$ cat config.mk
export PLATFORM = sky130hd
export DESIGN_NAME = uart_rx_drain
export DESIGN_NICKNAME = d
export VERILOG_FILES = /design/src/rtl/uart_pkg.sv /design/src/rtl/uart_byte_fifo.sv /design/src/rtl/uart_rx_drain.sv
export SDC_FILE = /design/constraint.sdc
export NUM_CORES = 1
export LEC_CHECK = 0
export CAP_MARGIN = 5
export CORE_ASPECT_RATIO = 1.5
export CORE_UTILIZATION = 50
export DETAILED_ROUTE_END_ITERATION = 10
export PLACE_DENSITY = 0.7
export SLEW_MARGIN = 40
export SYNTH_ARGS = -nofsm -noshare
export SYNTH_HDL_FRONTEND = slang
export SYNTH_SLANG_ARGS = --single-unit
$ cat constraint.sdc
create_clock -name clk -period 4.5 [get_ports clk]
set_clock_uncertainty 0.15 [all_clocks]
set_input_delay 0.9 -clock clk [delete_from_list [all_inputs] [get_ports clk]]
set_output_delay 0.9 -clock clk [all_outputs]
set_load 0.03 [all_outputs]
$ cat src/rtl/uart_pkg.sv
// Shared definitions for the UART receive-side blocks: defaults, drain FSM
// encoding, error counter indices and a constant-safe log2 helper.
package uart_pkg;

  localparam int UART_DATA_LEN = 8;

  localparam logic [1:0] ST_IDLE     = 2'd0;
  localparam logic [1:0] ST_CAPTURE  = 2'd1;
  localparam logic [1:0] ST_ACK      = 2'd2;
  localparam logic [1:0] ST_WAIT_CLR = 2'd3;

  typedef enum logic [1:0] {
    IDLE     = ST_IDLE,
    CAPTURE  = ST_CAPTURE,
    ACK      = ST_ACK,
    WAIT_CLR = ST_WAIT_CLR
  } drain_state_e;

  localparam int CNT_PAR = 0;
  localparam int CNT_OVW = 1;
  localparam int CNT_OVF = 2;
  localparam int CNT_NUM = 3;

  function automatic int clog2(input int value);
    int r;
    r = 0;
    for (int v = value - 1; v > 0; v = v >> 1) r++;
    return r;
  endfunction

endpackage

$ cat src/rtl/uart_byte_fifo.sv
// Synchronous FIFO with extra-MSB pointers; head word is read combinationally
// and forced to zero while empty so the output is defined after reset.
module uart_byte_fifo
  import uart_pkg::*;
#(
  parameter int WIDTH = 9,
  parameter int DEPTH = 16
) (
  input  logic                   clk,
  input  logic                   rst,
  input  logic                   wr_en_i,
  input  logic [WIDTH-1:0]       wr_data_i,
  input  logic                   rd_en_i,
  output logic [WIDTH-1:0]       rd_data_o,
  output logic                   valid_o,
  output logic                   full_o,
  output logic [clog2(DEPTH):0]  level_o
);

  localparam int AW = clog2(DEPTH);

  logic [WIDTH-1:0] mem_q [DEPTH];
  logic [AW:0]      wr_ptr_q, wr_ptr_d;
  logic [AW:0]      rd_ptr_q, rd_ptr_d;
  logic             full_q, full_d;
  logic             empty_q, empty_d;
  logic             wr_fire, rd_fire;

  // Flags are registered, so a write while full is rejected even if a pop
  // frees a slot in the same cycle.
  assign wr_fire = wr_en_i & ~full_q;
  assign rd_fire = rd_en_i & ~empty_q;

  always_comb begin
    wr_ptr_d = wr_ptr_q + (AW + 1)'(wr_fire);
    rd_ptr_d = rd_ptr_q + (AW + 1)'(rd_fire);
    full_d   = (wr_ptr_d[AW] != rd_ptr_d[AW]) && (wr_ptr_d[AW-1:0] == rd_ptr_d[AW-1:0]);
    empty_d  = (wr_ptr_d == rd_ptr_d);
  end

  always_ff @(posedge clk) begin
    if (rst) begin
      wr_ptr_q <= '0;
      rd_ptr_q <= '0;
      full_q   <= 1'b0;
      empty_q  <= 1'b1;
    end else begin
      wr_ptr_q <= wr_ptr_d;
      rd_ptr_q <= rd_ptr_d;
      full_q   <= full_d;
      empty_q  <= empty_d;
    end
  end

  always_ff @(posedge clk) begin
    if (wr_fire) mem_q[wr_ptr_q[AW-1:0]] <= wr_data_i;
  end

  assign rd_data_o = empty_q ? '0 : mem_q[rd_ptr_q[AW-1:0]];
  assign valid_o   = ~empty_q;
  assign full_o    = full_q;
  assign level_o   = wr_ptr_q - rd_ptr_q;

endmodule

$ cat src/rtl/uart_rx_drain.sv
// Drains bytes from uart_rx into a FIFO via a capture/ack handshake, keeping
// saturating error counters and a sticky flag for a receiver that never clears.
module uart_rx_drain
  import uart_pkg::*;
#(
  parameter int DATA_LEN    = UART_DATA_LEN,
  parameter int FIFO_DEPTH  = 16,
  parameter int DROP_BAD    = 1,
  parameter int ACK_TIMEOUT = 15,
  parameter int CNT_W       = 8
) (
  input  logic                        clk,
  input  logic                        rst,
  input  logic                        enable,
  input  logic                        clr_cnt,
  input  logic [DATA_LEN-1:0]         rx_data,
  input  logic                        rx_ready,
  input  logic                        rx_overwritten,
  input  logic                        rx_parity_err,
  output logic                        rx_read,
  output logic [DATA_LEN-1:0]         m_data,
  output logic                        m_err,
  output logic                        m_valid,
  input  logic                        m_ready,
  output logic [clog2(FIFO_DEPTH):0]  fifo_level,
  output logic [CNT_W-1:0]            par_cnt,
  output logic [CNT_W-1:0]            ovw_cnt,
  output logic [CNT_W-1:0]            ovf_cnt,
  output logic                        stuck
);

  localparam int TMR_W = (clog2(ACK_TIMEOUT + 1) < 1) ? 1 : clog2(ACK_TIMEOUT + 1);

  drain_state_e         state_q, state_d;
  logic [TMR_W-1:0]     timer_q, timer_d;
  logic                 stuck_q, stuck_d;
  logic [CNT_NUM-1:0]   inc;
  logic [CNT_W-1:0]     cnt_q [CNT_NUM];
  logic                 store;
  logic                 fifo_wr;
  logic                 fifo_full;

  always_comb begin
    state_d = state_q;
    timer_d = timer_q;
    stuck_d = stuck_q;
    inc     = '0;
    store   = 1'b0;
    fifo_wr = 1'b0;
    case (state_q)
      IDLE: begin
        if (enable && rx_ready) state_d = CAPTURE;
      end
      CAPTURE: begin
        inc[CNT_OVW] = rx_overwritten;
        if (rx_parity_err) begin
          inc[CNT_PAR] = 1'b1;
          store        = (DROP_BAD == 0);
        end else begin
          store = 1'b1;
        end
        if (store) begin
          if (fifo_full) inc[CNT_OVF] = 1'b1;
          else           fifo_wr      = 1'b1;
        end
        state_d = ACK;
      end
      ACK: begin
        timer_d = '0;
        state_d = WAIT_CLR;
      end
      WAIT_CLR: begin
        if (!rx_ready) begin
          state_d = IDLE;
        end else if (timer_q == TMR_W'(ACK_TIMEOUT - 1)) begin
          // Give up on this handshake; a re-capture of the same byte is tolerated.
          stuck_d = 1'b1;
          state_d = IDLE;
        end else begin
          timer_d = timer_q + 1'b1;
        end
      end
      default: state_d = IDLE;
    endcase
    if (clr_cnt) stuck_d = 1'b0;
  end

  always_ff @(posedge clk) begin
    if (rst) begin
      state_q <= IDLE;
      timer_q <= '0;
      stuck_q <= 1'b0;
    end else begin
      state_q <= state_d;
      timer_q <= timer_d;
      stuck_q <= stuck_d;
    end
  end

  for (genvar gi = 0; gi < CNT_NUM; gi++) begin : g_cnt
    always_ff @(posedge clk) begin
      if (rst || clr_cnt) begin
        cnt_q[gi] <= '0;
      end else if (inc[gi] && (cnt_q[gi] != {CNT_W{1'b1}})) begin
        cnt_q[gi] <= cnt_q[gi] + 1'b1;
      end
    end
  end

  uart_byte_fifo #(
    .WIDTH(DATA_LEN + 1),
    .DEPTH(FIFO_DEPTH)
  ) u_fifo (
    .clk       (clk),
    .rst       (rst),
    .wr_en_i   (fifo_wr),
    .wr_data_i ({rx_parity_err, rx_data}),
    .rd_en_i   (m_ready),
    .rd_data_o ({m_err, m_data}),
    .valid_o   (m_valid),
    .full_o    (fifo_full),
    .level_o   (fifo_level)
  );

  assign rx_read = (state_q == ACK);
  assign par_cnt = cnt_q[CNT_PAR];
  assign ovw_cnt = cnt_q[CNT_OVW];
  assign ovf_cnt = cnt_q[CNT_OVF];
  assign stuck   = stuck_q;

endmodule

==> impl_metrics.toml <==
[outcome]
status = "finished clean"

[power]
power.switching_w = 0.00108
p_sw_share_pct = 26.0
total_leakage_power_nw = 3.13
p_int_w = 0.00307
power_w = 0.00415
pwr-share-clk_pct = 36.5
vdd_drop_max_v = 0.000269
p_comb_share_pct = 15.0
power_frac_seq_pct = 48.4
powerDensity_nw_per_um2 = 444

[timing]
drv_slew = 0
relSlewSlack_pct = 45.5
hold_viol_final = 0
holdWs_ns = 0.341
fin_ws_ns = 0.532
fin_crit_sh_pct = 88.2
finalCriticalPeriod_ns = 3.97
max_freq_ghz = 0.252
max_slew.worst_pin.slew_ns = 0.814
setup_tns_ns = 0
setup_violations = 0
rsz0062_at_grt = "false"

[hold_path]
worstHoldPathType = "reg -> reg"

[routing]
vias = 4365
postRouteAntennaNets = 0
first_pass_iters = 6
finalWirelength_mm = 16.3
drcViolationCount = 0
drt_iter0_markers = 198
avgRoutedWirePerCell_um = 21.3
drt-vias-per-instance = 5.69

[critical_path]
path_class = "reg -> out"
cp_slowest_cell = "clkdlybuf4s50_1"
start_kind = "flip-flop"
critical_path.max_fanout = 28
critPathCaptureType = "output port"
worstPathCellList = "buf_12 > mux4_1 > a22oi_1 > a21oi_1 > clkdlybuf4s50_1"
cp.arrival_ns = 2.92
slowest_delay_ns = 0.63
cp.required_ns = 3.45

[die]
dieArea_um2 = 16300
core.rowCount = 55
die_height_um = 156
ios = 57
coreArea_um2 = 15300
fp.dieW_um = 105
initial_core_util_pct = 51.7

[yosys]
yosys_warnings = 0
postSynthAreaPerCell_um2 = 16.6
synthDistinctLibCells = 34
synth.cell_area_um2 = 7900
netlist_instances = 477
synthArstFlopShare_pct = 0
synth-edff-count = 168
syn_nets = 512
ys_ff_latch = 187
synth-seq-area-share_pct = 68.7
synthFlopType = "edfxtp_1"

[clock_tree]
clock-sinks = 187
numCtsBuffers = 17
cts_buffer_depth = 2
post_cts_buffers = 0
postCtsResizedCells = 0
path_clk_slew_ns = 0.07
cts_tree = "yes"
cts-root-buf = "clkbuf_16"
holdBufCountCts = 0
htreeDepth = 4
clkLatencyLatePin_ns = 0.42

[placed_design]
dp_slack_ns = 0.886
gp_congestion = 0.811
dp_hpwl_mm = 11.1
numPortBuffers = 56

[global_routing]
grt_use_total_pct = 21.4
grt_pass1_wl_mm = 25.6
grt_pass1_vias = 4684
met1_usage_pct = 23.9
grt_max_degree = 37
grt_antenna_before_repair = 0
use_met2_pct = 39.4
gr-total-overflow = 0
grt_use_met3_pct = 5.85
grt.busiest_layer = "met2"

[finish]
finish.net_count = 590
drive_above_1_share_pct = 13.2
diodes = 0
utilization_pct = 61.2
syn2layout_area_growth_pct = 18.5

[flow_run]
drv_cap = 0
==> final cells by class <==
type / count / area [um2]
fill: 1160 / 5920
sequential: 187 / 5430
multi-input combinational: 253 / 2280
timing repair buffer: 77 / 726
clock buffer: 17 / 425
tap: 199 / 249
clock inverter: 15 / 181
inverter: 19 / 71.3
==> cells by family after synthesis <==
family / share of synthesized area, %
xor+xnor: 3.88
mux: 11.2
fa+ha+maj: 3.11
simple gates: 6.89
buf+inv: 2.55
compound gates: 3.63
flops: 68.7
==> cell usage after synthesis (all sizes together), types with 9 or more instances <==
cell | n | area [um2]
xnor2 | 18 | 158
edfxtp | 168 | 5040
nand2 | 15 | 56.3
buf | 14 | 115
mux4 | 36 | 878
a22oi | 19 | 143
nor2b | 9 | 56.3
xor2 | 17 | 149
nor2 | 56 | 210
nand3 | 18 | 90.1
inv | 19 | 71.3
a21oi | 13 | 65.1
dfxtp | 19 | 380
ha | 18 | 225
==> sequential cells by signal, indices dropped and copies added, names as in the netlist <==
register,flops
u_fifo.empty_q,1
u_fifo.rd_ptr_q,5
cnt_q,24
u_fifo.full_o,1
state_q,2
stuck,1
u_fifo.mem_q,144
u_fifo.wr_ptr_q,5
timer_q,4
==> stage by stage <==
step           area [um2]  cells
6_report             9360    767
5_1_grt              9360    767
4_1_cts              9360    767
3_5_place_dp         8750    735
3_3_place_gp         8750    735
2_1_floorplan        7900    477
==> critical path, delay by kind of cell (launching register included) <==
| family | cells | cell delay [ns] |
|---|---|---|
| compound gates | 2 | 0.42 |
| mux | 1 | 0.59 |
| flops | 1 | 0.55 |
| buf+inv | 2 | 0.91 |
==> power groups by stage <==
| stage | clock network, W | logic [W] | registers (W) |
|---|---|---|---|
| after global routing | 0.00161 | 0.000671 | 0.00202 |
| final | 0.00152 | 0.000624 | 0.00201 |
| after floorplan | 0 | 0.000390 | 0.00206 |
| after detailed placement | 0 | 0.000629 | 0.00205 |
| after CTS | 0.00154 | 0.000634 | 0.00201 |
| after global placement | 0 | 0.000616 | 0.00205 |
==> routing by layer <==
| layer | part of all wire, % | vias up |
|---|---|---|
| li1 | - | 1999 |
| met1 | 38 | 2181 |
| met2 | 55 | 160 |
| met3 | 5.4 | 25 |
| met4 | 1.9 | 0 |
| met5 | 0 | - |
==> layout by cell type (no fill, tap or decap), types with 2 or more instances in the layout <==
| master | count |
|---|---|
| clkbuf_16 | 17 |
| nand2b_1 | 2 |
| edfxtp_1 | 168 |
| and3_1 | 3 |
| or3_1 | 3 |
| nor2_2 | 2 |
| a22oi_1 | 19 |
| nand4_1 | 2 |
| o311ai_0 | 3 |
| xnor2_1 | 18 |
| bufinv_16 | 2 |
| inv_8 | 2 |
| and2_1 | 4 |
| nand2_1 | 15 |
| buf_4 | 20 |
| xor2_1 | 17 |
| nor2b_1 | 9 |
| a21o_1 | 2 |
| clkdlybuf4s50_1 | 55 |
| clkinv_4 | 4 |
| a211oi_1 | 3 |
| nor2_1 | 54 |
| dfxtp_1 | 18 |
| mux4_2 | 18 |
| a21oi_1 | 13 |
| mux4_1 | 18 |
| ha_1 | 18 |
| nor3_1 | 7 |
| inv_6 | 4 |
| inv_1 | 19 |
| nand3_1 | 18 |
==> final timing paths <==
kind / cells after the start / slack (ns) / start / to
max: 5 / 0.53 / u_fifo.rd_ptr_q[0]$_SDFF_PP0_ / m_data[4]
min reg2reg: 1 / 0.34 / stuck$_SDFFE_PP0P_ / stuck$_SDFFE_PP0P_
min: 1 / 0.34 / stuck$_SDFFE_PP0P_ / stuck$_SDFFE_PP0P_
max reg2reg: 10 / 1.73 / state_q[1]$_SDFFE_PP0P_ / u_fifo.full_o$_SDFF_PP0_
Note: power is estimated with default switching activity, not from simulation.
